[src/rtl/ctrl_pipe.sv]
// rtl/ctrl_pipe.sv - pipelined MIPS control unit with D/E/M/W control registers and HI/LO mult/div sequencer
module ctrl_pipe #(
    parameter int ALUW   = 4,
    parameter int MD_LAT = 4
) (
    input  logic            clk,
    input  logic            reset,
    input  logic [5:0]      op_d,
    input  logic [5:0]      funct_d,
    input  logic            flush_e,
    output logic            branch_d,
    output logic            bne_d,
    output logic            jump_d,
    output logic            extend_d,
    output logic            illegal_d,
    output logic            md_stall_d,
    output logic            regwrite_e,
    output logic            memtoreg_e,
    output logic            memwrite_e,
    output logic            alusrc_e,
    output logic            regdst_e,
    output logic [ALUW-1:0] alucontrol_e,
    output logic [1:0]      hilosel_e,
    output logic            md_start_e,
    output logic [1:0]      md_op_e,
    output logic            regwrite_m,
    output logic            memtoreg_m,
    output logic            memwrite_m,
    output logic            regwrite_w,
    output logic            memtoreg_w,
    output logic            md_busy,
    output logic            md_done
);

    localparam int CW = $clog2(MD_LAT);

    localparam logic [5:0] OP_RTYPE = 6'b000000;
    localparam logic [5:0] OP_LW    = 6'b100011;
    localparam logic [5:0] OP_SW    = 6'b101011;
    localparam logic [5:0] OP_BEQ   = 6'b000100;
    localparam logic [5:0] OP_BNE   = 6'b000101;
    localparam logic [5:0] OP_ADDI  = 6'b001000;
    localparam logic [5:0] OP_ADDIU = 6'b001001;
    localparam logic [5:0] OP_ANDI  = 6'b001100;
    localparam logic [5:0] OP_ORI   = 6'b001101;
    localparam logic [5:0] OP_XORI  = 6'b001110;
    localparam logic [5:0] OP_SLTI  = 6'b001010;
    localparam logic [5:0] OP_SLTIU = 6'b001011;
    localparam logic [5:0] OP_LUI   = 6'b001111;
    localparam logic [5:0] OP_J     = 6'b000010;

    localparam logic [5:0] F_ADD   = 6'b100000;
    localparam logic [5:0] F_ADDU  = 6'b100001;
    localparam logic [5:0] F_SUB   = 6'b100010;
    localparam logic [5:0] F_AND   = 6'b100100;
    localparam logic [5:0] F_OR    = 6'b100101;
    localparam logic [5:0] F_XOR   = 6'b100110;
    localparam logic [5:0] F_NOR   = 6'b100111;
    localparam logic [5:0] F_SLT   = 6'b101010;
    localparam logic [5:0] F_SLTU  = 6'b101011;
    localparam logic [5:0] F_SLLV  = 6'b000100;
    localparam logic [5:0] F_SRAV  = 6'b000111;
    localparam logic [5:0] F_SRLV  = 6'b000110;
    localparam logic [5:0] F_MULT  = 6'b011000;
    localparam logic [5:0] F_MULTU = 6'b011001;
    localparam logic [5:0] F_DIV   = 6'b011010;
    localparam logic [5:0] F_DIVU  = 6'b011011;
    localparam logic [5:0] F_MFHI  = 6'b010000;
    localparam logic [5:0] F_MFLO  = 6'b010010;

    localparam logic [3:0] ALU_ADD  = 4'b0100;
    localparam logic [3:0] ALU_SUB  = 4'b1100;
    localparam logic [3:0] ALU_AND  = 4'b0000;
    localparam logic [3:0] ALU_OR   = 4'b0010;
    localparam logic [3:0] ALU_XOR  = 4'b0110;
    localparam logic [3:0] ALU_NOR  = 4'b1010;
    localparam logic [3:0] ALU_SLT  = 4'b1110;
    localparam logic [3:0] ALU_SLTU = 4'b1000;
    localparam logic [3:0] ALU_LUI  = 4'b1101;
    localparam logic [3:0] ALU_SLLV = 4'b0001;
    localparam logic [3:0] ALU_SRAV = 4'b0011;
    localparam logic [3:0] ALU_SRLV = 4'b0101;

    typedef enum logic [1:0] {S_IDLE, S_BUSY, S_DONE} md_state_t;

    md_state_t     state, state_nx;
    logic [CW-1:0] cnt, cnt_nx;

    logic            d_regwrite, d_memtoreg, d_memwrite, d_alusrc, d_regdst;
    logic [3:0]      d_alu4;
    logic [1:0]      d_hilosel;
    logic            d_md;
    logic [1:0]      d_mdop;
    logic            md_e;
    logic            bubble_e;

    // D-stage decode; every path starts from the all-zero bubble
    always_comb begin
        d_regwrite = 1'b0;
        d_memtoreg = 1'b0;
        d_memwrite = 1'b0;
        d_alusrc   = 1'b0;
        d_regdst   = 1'b0;
        d_alu4     = ALU_AND;
        d_hilosel  = 2'b00;
        d_md       = 1'b0;
        d_mdop     = 2'b00;
        branch_d   = 1'b0;
        bne_d      = 1'b0;
        jump_d     = 1'b0;
        extend_d   = 1'b0;
        illegal_d  = 1'b0;
        case (op_d)
            OP_RTYPE: begin
                d_regwrite = 1'b1;
                d_regdst   = 1'b1;
                extend_d   = 1'b1;
                case (funct_d)
                    F_ADD, F_ADDU: d_alu4 = ALU_ADD;
                    F_SUB:         d_alu4 = ALU_SUB;
                    F_AND:         d_alu4 = ALU_AND;
                    F_OR:          d_alu4 = ALU_OR;
                    F_XOR:         d_alu4 = ALU_XOR;
                    F_NOR:         d_alu4 = ALU_NOR;
                    F_SLT:         d_alu4 = ALU_SLT;
                    F_SLTU:        d_alu4 = ALU_SLTU;
                    F_SLLV:        d_alu4 = ALU_SLLV;
                    F_SRAV:        d_alu4 = ALU_SRAV;
                    F_SRLV:        d_alu4 = ALU_SRLV;
                    F_MULT, F_MULTU, F_DIV, F_DIVU: begin
                        d_regwrite = 1'b0;
                        d_regdst   = 1'b0;
                        d_md       = 1'b1;
                        d_mdop     = funct_d[1:0];
                    end
                    F_MFHI: d_hilosel = 2'b01;
                    F_MFLO: d_hilosel = 2'b10;
                    default: begin
                        d_regwrite = 1'b0;
                        d_regdst   = 1'b0;
                        extend_d   = 1'b0;
                        illegal_d  = 1'b1;
                    end
                endcase
            end
            OP_LW: begin
                d_regwrite = 1'b1;
                d_memtoreg = 1'b1;
                d_alusrc   = 1'b1;
                d_alu4     = ALU_ADD;
                extend_d   = 1'b1;
            end
            OP_SW: begin
                d_memwrite = 1'b1;
                d_alusrc   = 1'b1;
                d_alu4     = ALU_ADD;
                extend_d   = 1'b1;
            end
            OP_BEQ: begin
                branch_d = 1'b1;
                d_alu4   = ALU_SUB;
                extend_d = 1'b1;
            end
            OP_BNE: begin
                bne_d    = 1'b1;
                d_alu4   = ALU_SUB;
                extend_d = 1'b1;
            end
            OP_ADDI, OP_ADDIU: begin
                d_regwrite = 1'b1;
                d_alusrc   = 1'b1;
                d_alu4     = ALU_ADD;
                extend_d   = 1'b1;
            end
            OP_SLTI: begin
                d_regwrite = 1'b1;
                d_alusrc   = 1'b1;
                d_alu4     = ALU_SLT;
                extend_d   = 1'b1;
            end
            OP_ANDI, OP_ORI, OP_XORI, OP_SLTIU, OP_LUI: begin
                d_regwrite = 1'b1;
                d_alusrc   = 1'b1;
                case (op_d)
                    OP_ANDI:  d_alu4 = ALU_AND;
                    OP_ORI:   d_alu4 = ALU_OR;
                    OP_XORI:  d_alu4 = ALU_XOR;
                    OP_SLTIU: d_alu4 = ALU_SLTU;
                    default:  d_alu4 = ALU_LUI;
                endcase
            end
            OP_J: jump_d = 1'b1;
            default: illegal_d = 1'b1;
        endcase
    end

    // mfhi/mflo read HI/LO and mult/div overwrite them, so all four wait out a running sequence
    assign md_stall_d = md_busy & (d_md | (d_hilosel != 2'b00));
    assign bubble_e   = flush_e | md_stall_d;

    always_ff @(posedge clk) begin
        if (reset || bubble_e) begin
            regwrite_e   <= 1'b0;
            memtoreg_e   <= 1'b0;
            memwrite_e   <= 1'b0;
            alusrc_e     <= 1'b0;
            regdst_e     <= 1'b0;
            alucontrol_e <= '0;
            hilosel_e    <= 2'b00;
            md_e         <= 1'b0;
            md_op_e      <= 2'b00;
        end else begin
            regwrite_e   <= d_regwrite;
            memtoreg_e   <= d_memtoreg;
            memwrite_e   <= d_memwrite;
            alusrc_e     <= d_alusrc;
            regdst_e     <= d_regdst;
            alucontrol_e <= ALUW'(d_alu4);
            hilosel_e    <= d_hilosel;
            md_e         <= d_md;
            md_op_e      <= d_mdop;
        end
    end

    always_ff @(posedge clk) begin
        if (reset) begin
            regwrite_m <= 1'b0;
            memtoreg_m <= 1'b0;
            memwrite_m <= 1'b0;
            regwrite_w <= 1'b0;
            memtoreg_w <= 1'b0;
        end else begin
            regwrite_m <= regwrite_e;
            memtoreg_m <= memtoreg_e;
            memwrite_m <= memwrite_e;
            regwrite_w <= regwrite_m;
            memtoreg_w <= memtoreg_m;
        end
    end

    assign md_start_e = md_e & ~md_busy;

    always_ff @(posedge clk) begin
        if (reset) begin
            state <= S_IDLE;
            cnt   <= '0;
        end else begin
            state <= state_nx;
            cnt   <= cnt_nx;
        end
    end

    always_comb begin
        state_nx = state;
        cnt_nx   = cnt;
        case (state)
            S_IDLE: begin
                if (md_start_e) begin
                    state_nx = S_BUSY;
                    cnt_nx   = CW'(MD_LAT - 1);
                end
            end
            S_BUSY: begin
                if (cnt == '0) state_nx = S_DONE;
                else           cnt_nx   = cnt - CW'(1);
            end
            default: state_nx = S_IDLE;
        endcase
    end

    always_comb begin
        md_busy = (state != S_IDLE);
        md_done = (state == S_DONE);
    end

endmodule

[config.mk]
export PLATFORM = sky130hd
export DESIGN_NAME = ctrl_pipe
export DESIGN_NICKNAME = d
export VERILOG_FILES = /design/src/rtl/ctrl_pipe.sv
export SDC_FILE = /design/constraint.sdc
export NUM_CORES = 1
export LEC_CHECK = 0
export ABC_AREA = 1
export CAP_MARGIN = 20
export CORE_MARGIN = 2
export CORE_UTILIZATION = 40
export DETAILED_ROUTE_END_ITERATION = 7
export MAX_ROUTING_LAYER = met4
export PLACE_DENSITY = 0.79
export SYNTH_ARGS = -nofsm -noshare
export SYNTH_HDL_FRONTEND = slang
export SYNTH_SLANG_ARGS = --single-unit
export TNS_END_PERCENT = 5
[constraint.sdc]
create_clock -name clk -period 2.7 [get_ports clk]
set_input_delay 0.27 -clock clk [delete_from_list [all_inputs] [get_ports clk]]
set_output_delay 0.27 -clock clk [all_outputs]
set_load 0.01 [all_outputs]
==> flow_metrics.tcl, run 1 <==
set metrics [dict create \
    synth-seq-area-share_pct 35.15 \
    ctsResizeCount 0 \
    grt_pass1_vias 1055 \
    power_per_cell_area_mw_per_mm2 330.8 \
    drive_gt1_share_pct 13.52 \
    final-hold-violation-count 0 \
    dp_worst_setup_slack_ns 0.2410 \
    die_area_mm2 0.003749 \
    finalSetupViolCount 0 \
    cp-start-kind "primary input" \
    num_vias 1285 \
    slowest_stage "clkdlybuf4s50_1" \
    end_kind "output pin" \
    clock_sink_count 23 \
    avgViaCountPerCell 4.462 \
    status "completed" \
    slew_viol_final 0 \
    worstReg2RegStart "cnt[0]$_SDFFE_PP0P_" \
    finalCriticalPeriod_ns 2.455 \
    finalWorstSetupSlack_ns 0.2448 \
    grt_max_degree 14 \
    syn-cell-area_mm2 0.001310 \
    synth_cell_types 26 \
    clockBufferDepth 2 \
    diodes 0 \
    p_total_w 0.0005951 \
    layout.cells.non_filler 288 \
    p_leak_nw 0.9119 \
    cp-startpoint "funct_d[2]" \
    finalCritPeriodShare_pct 90.93 \
    totalWireLength_um 2553 \
    max_freq_mhz 407.3 \
    grt_remaining_overflow 0 \
    dp_cells 284 \
    syn_avg_cell_area_um2 6.550 \
    start_util_pct 42.56 \
    peakVddDrop_v 0.0001351 \
    area_delta_synth_final_pct 37.35 \
    cts-root-buf "clkbuf_4" \
    dieHeight_um 61.23 \
    path_cells "clkdlybuf4s50_1, inv_2, nand2_1, inv_1, nand3_1, nand2_1, nor2_1, nand2_1, nand2_1, nand2_1, nor2_1, clkdlybuf4s50_1" \
    grt_first_pass_wirelength_um 4119 \
    ys_top_cells_by_area "dfxtp_1 35%, nand2_1 11%, nor2_1 11%, inv_1 10%, nand3_1 6.9%" \
    place.gp.congestion 0.9085 \
    antenna_found_initial 0 \
    drv_cap 0 \
    postCtsSetupRepairBufs 0 \
    ys_warn_count 0 \
    ant_nets 0 \
    rsz0062_at_grt "no" \
    hpwl_um 2194 \
    cp.arrival_ns 2.19 \
    hp-start "memtoreg_e$_SDFF_PP0_" \
    synth_top_cell_area_share_pct 35.15 \
    maxSlewHeadroom_pct 77.57 \
    syn-num-nets 216 \
    numCtsBuffers 3 \
    ios 42 \
    path_common_cell "nand2_1" \
    cp_max_fo 4 \
    drc_errors 0 \
    fin_tns_setup_ns 0 \
    fin_worst_skew_ns 0.0007015 \
    cts-hold-fix-buffers 0 \
    portBuffers 41 \
    r2r_slack_ns 1.50 \
    wl_per_cell_um 8.865 \
    rows 20 \
    critPathKind "in2out" \
    nNetsFinal 261 \
    min_path_type "reg2reg" \
    cts_tree "built" \
    syn-instance-count 200 \
    die_width_um 61.23 \
    drtIter0Drc 45 \
    critical_path_required_ns 2.43 \
    cpPeakStageDelay_ns 0.55 \
    synth_top_area_cell "dfxtp_1" \
    worst-slew-pin-transition_ns 0.3360 \
    grt_use_total_pct 14.89 \
    finalCoreUtilization_pct 58.46 \
    firstDrtPassIters 4 \
    htree_levels 1 \
    worstSkewPairLatency_ns 0.30 \
    yosys_register_bits 23 \
    clkSlewWorstSetupHoldPaths_ns 0.12 \
    core_mm2 0.003078 \
]
## cells in the mapped netlist (all sizes together)
cell type and count:
a21oi 5, nor2 53, ha 1, clkbuf 1, nand3b 1, clkinv 1, nor3 2, o21ai 4
a221oi 1, nand3 20, nand2 44, o211ai 1, nand4 2, a31oi 1, dfxtp 23, inv 39
buf 1
## final timing paths
path                            cells after the start                     to
worst min register to register                      2  memtoreg_m$_SDFF_PP0_
worst max-delay path                               12              illegal_d
worst max register to register                      5    cnt[1]$_SDFFE_PP0P_
worst min-delay path                                2  memtoreg_m$_SDFF_PP0_
## cells in the final DEF (no fill, tap or decap)
cell type	synthesis	layout
nand4_1	2	2
nor2_8	1	1
nor3_1	2	2
nor2_4	1	1
buf_4	1	1
nand2_8	1	1
clkbuf_4	0	3
nand2_4	3	3
nand2_1	39	39
nand3_2	2	2
a31oi_1	1	1
a21oi_1	4	4
o21ai_0	4	4
ha_1	1	1
clkdlybuf4s50_1	0	41
o211ai_1	1	1
a21oi_2	1	1
inv_2	4	4
clkinv_1	1	1
clkinv_2	0	1
a221oi_1	1	1
nand3_1	18	18
nand2_2	1	1
inv_1	35	35
nor2_1	37	37
nor2_2	14	14
dfxtp_1	23	23
nand3b_1	1	1
## flip-flops by register name, summed over array words and instances, names as in the netlist, 2 cells and up
| name | flops |
|---|---|
| md_op_e | 2 |
| alucontrol_e | 4 |
| cnt | 2 |
| hilosel_e | 2 |
| state | 2 |
## worst max-delay path, delay by kind of cell
kind,cells,cell delay [ns]
AND/OR/NAND/NOR,8,0.73
buffers and inverters,4,1.19
## layout make-up
| class | count | area [um2] |
|---|---|---|
| repair buffers | 42 | 417.9 |
| well taps | 44 | 55.05 |
| flip-flops and latches | 23 | 460.4 |
| clock buffers | 3 | 22.52 |
| clock inverters | 1 | 5.005 |
| multi-input cells | 135 | 688.2 |
| fillers | 298 | 1279 |
| inverters | 40 | 150.1 |
## routing by layer
layer  global-route usage [%]  part of all wire, %
met1                    18.57                   45
met2                    24.62                   46
met3                    1.681                  8.0
met4                    5.590                 0.94
met5                        -                    0
## metrics by stage
stage	area [um2]	hold slack, ns
2_1_floorplan	1310	0.3945
3_3_place_gp	1772	0.4080
3_5_place_dp	1772	0.4118
4_1_cts	1799	0.4308
5_1_grt	1799	0.4376
6_report	1799	0.4282
## kinds of logic (layout without fill, tap and decap cells)
logic type	after synthesis	count (layout)	share of synthesized area (%)
compound gates	12	12	5.445
simple gates	122	122	46.13
buf+inv	42	86	12.32
fa+ha+maj	1	1	0.9550
flops	23	23	35.15
## power by group
part / internal [W] / switching [W] / total [W] / leakage (nW)
logic: 0.0000455 / 0.0000586 / 0.000104 / 0.709
registers: 0.000341 / 0.000000643 / 0.000342 / 0.185
clock network: 0.0000552 / 0.0000938 / 0.000149 / 0.0177
Note: power is estimated with default switching activity, not from simulation.
==> run 2, diff against run 1 <==
Settings changed: CTS_CLUSTER_DIAMETER from default to 60, DONT_BUFFER_PORTS from default to 1, PLACE_DENSITY 0.79 to 0.62.
==> run 2 against run 1 <==
Final cell count fell by 14%. Setup slack improved by 0.85 ns. Clock power about the same. Sequential power hardly changed. Sequential share of layout area is 7.5 points higher. Non-clock buffer count decreased by 41. Combinational power fell by 38%. Worst hold slack worse by 0.40 ns. Final area decreased by 23%. Highest routed layer unchanged. Clock skew grew 0.0021 ns. Core utilization is 13 points lower.
==> flow_metrics.tcl, run 2 (synthesis results as in run 1) <==
set metrics [dict create \
    die_area_mm2 0.003749 \
    diodes 0 \
    drv_cap 0 \
    cp.arrival_ns 1.34 \
    max_freq_mhz 622.4 \
    p_leak_nw 0.7634 \
    cp_max_fo 11 \
    grt_use_total_pct 15.10 \
    critPathKind "in2out" \
    grt_first_pass_wirelength_um 4112 \
    ctsResizeCount 0 \
    clock_sink_count 23 \
    path_cells "nor2_2, nand2_4, nor2_8, nand2_1, nand3_2, nand2_4, inv_1" \
    status "completed" \
    cpPeakStageDelay_ns 0.34 \
    fin_tns_setup_ns 0 \
    drtIter0Drc 66 \
    dp_cells 242 \
    layout_common_cells "39 x nand2_1, 37 x nor2_1, 35 x inv_1" \
    critical_path_required_ns 2.43 \
    maxSlewHeadroom_pct 71.01 \
    layout.cells.non_filler 247 \
    finalCritPeriodShare_pct 59.51 \
    area_delta_synth_final_pct 6.208 \
    crit_family "simple AND/OR/NAND/NOR gates" \
    dp_worst_setup_slack_ns 1.100 \
    min_path_type "in2reg" \
    slowest_stage "nor2_2" \
    grt_remaining_overflow 0 \
    worstSkewPairLatency_ns 0.30 \
    finalWorstSetupSlack_ns 1.093 \
    avgViaCountPerCell 4.619 \
    worst-slew-pin-transition_ns 0.4344 \
    core_mm2 0.003078 \
    grt_pass1_vias 1035 \
    antenna_found_initial 0 \
    rows 20 \
    cts-root-buf "clkbuf_4" \
    drive_gt1_share_pct 15.76 \
    postCtsSetupRepairBufs 0 \
    final-hold-violation-count 0 \
    drc_errors 0 \
    path_common_cell "nand2_4" \
    start_util_pct 42.56 \
    cp-start-kind "primary input" \
    end_kind "output pin" \
    nNetsFinal 220 \
    largest_reg_flops 4 \
    top_register "alucontrol_e" \
    power_per_cell_area_mw_per_mm2 401.1 \
    peakVddDrop_v 0.0001288 \
    clockBufferDepth 2 \
    finalCoreUtilization_pct 45.20 \
    place.gp.congestion 0.8509 \
    totalWireLength_um 2509 \
    clkSlewWorstSetupHoldPaths_ns 0.12 \
    cts_tree "built" \
    firstDrtPassIters 5 \
    portBuffers 0 \
    crit_buf_inv 1 \
    final_common_cell "nand2_1" \
    p_total_w 0.0005581 \
    grt_max_degree 14 \
    num_vias 1141 \
    hpwl_um 2110 \
    rsz0062_at_grt "no" \
    fin_worst_skew_ns 0.002766 \
    htree_levels 1 \
    die_width_um 61.23 \
    wl_per_cell_um 10.16 \
    finalSetupViolCount 0 \
    slew_viol_final 0 \
    dieHeight_um 61.23 \
    ios 42 \
    ant_nets 0 \
    finalCriticalPeriod_ns 1.607 \
    numCtsBuffers 3 \
]
## run 2: cell count changes in the layout (fill, tap and decap cells not counted), sizes merged
cell,change
buf,-1
clkdlybuf4s50,-41
dlygate4sd3,+1
## run 2: worst reg2reg max path, delay by kind of cell (launching register included)
| kind | cells | cell delay (ns) |
|---|---|---|
| AOI/OAI and AO/OA | 1 | 0.23 |
| DFF | 1 | 0.34 |
| and+or+nand+nor | 3 | 0.47 |
| buffers and inverters | 1 | 0.13 |
## run 2: where the power goes
group	internal (W)	leakage [nW]	total (W)	switching, W
registers	0.000341	0.185	0.000344	0.00000209
logic	0.0000204	0.560	0.0000643	0.0000439
clock network	0.0000552	0.0177	0.000150	0.0000951
## run 2: layer usage
| layer | wire, um | up-vias | GRT usage (%) |
|---|---|---|---|
| met2 | 1155 | 37 | 24.92 |
| met1 | 1129 | 490 | 17.88 |
| met3 | 196 | 2 | 2.101 |
| li1 | - | 612 | - |
| met4 | 27 | 0 | 7.453 |
| met5 | 0 | - | - |
## run 2: layout make-up
| type | instances | area (um2) |
|---|---|---|
| Fill cell | 349 | 1687 |
| Multi-Input combinational cell | 135 | 688.2 |
| Sequential cell | 23 | 460.4 |
| Inverter | 40 | 150.1 |
| Tap cell | 44 | 55.05 |
| Clock buffer | 3 | 22.52 |
| Timing Repair Buffer | 1 | 10.01 |
| Clock inverter | 1 | 5.005 |
## run 2: per-stage QoR
step | cell area [um2] | hold WS (ns)
final | 1391 | 0.02475
after global routing | 1391 | 0.001936
after CTS | 1381 | 0.000006301
after detailed placement | 1354 | 0.3443
after global placement | 1354 | 0.3426
after floorplan | 1310 | 0.3945
## run 2: path summary, 6_finish.rpt
kind	from	end	depth (start not counted)	slack, ns
max reg2reg	state[0]$_SDFFE_PP0P_	cnt[1]$_SDFFE_PP0P_	5	1.45
max	op_d[5]	md_stall_d	7	1.09
min	reset	cnt[1]$_SDFFE_PP0P_	1	0.02
min reg2reg	memtoreg_m$_SDFF_PP0_	memtoreg_w$_SDFF_PP0_	2	0.48
## run 2: what timing repair did
item,in CTS,in global routing
endpoints found under the setup margin,0,0
hold buffers,0,1
hold endpoints to repair,0,5
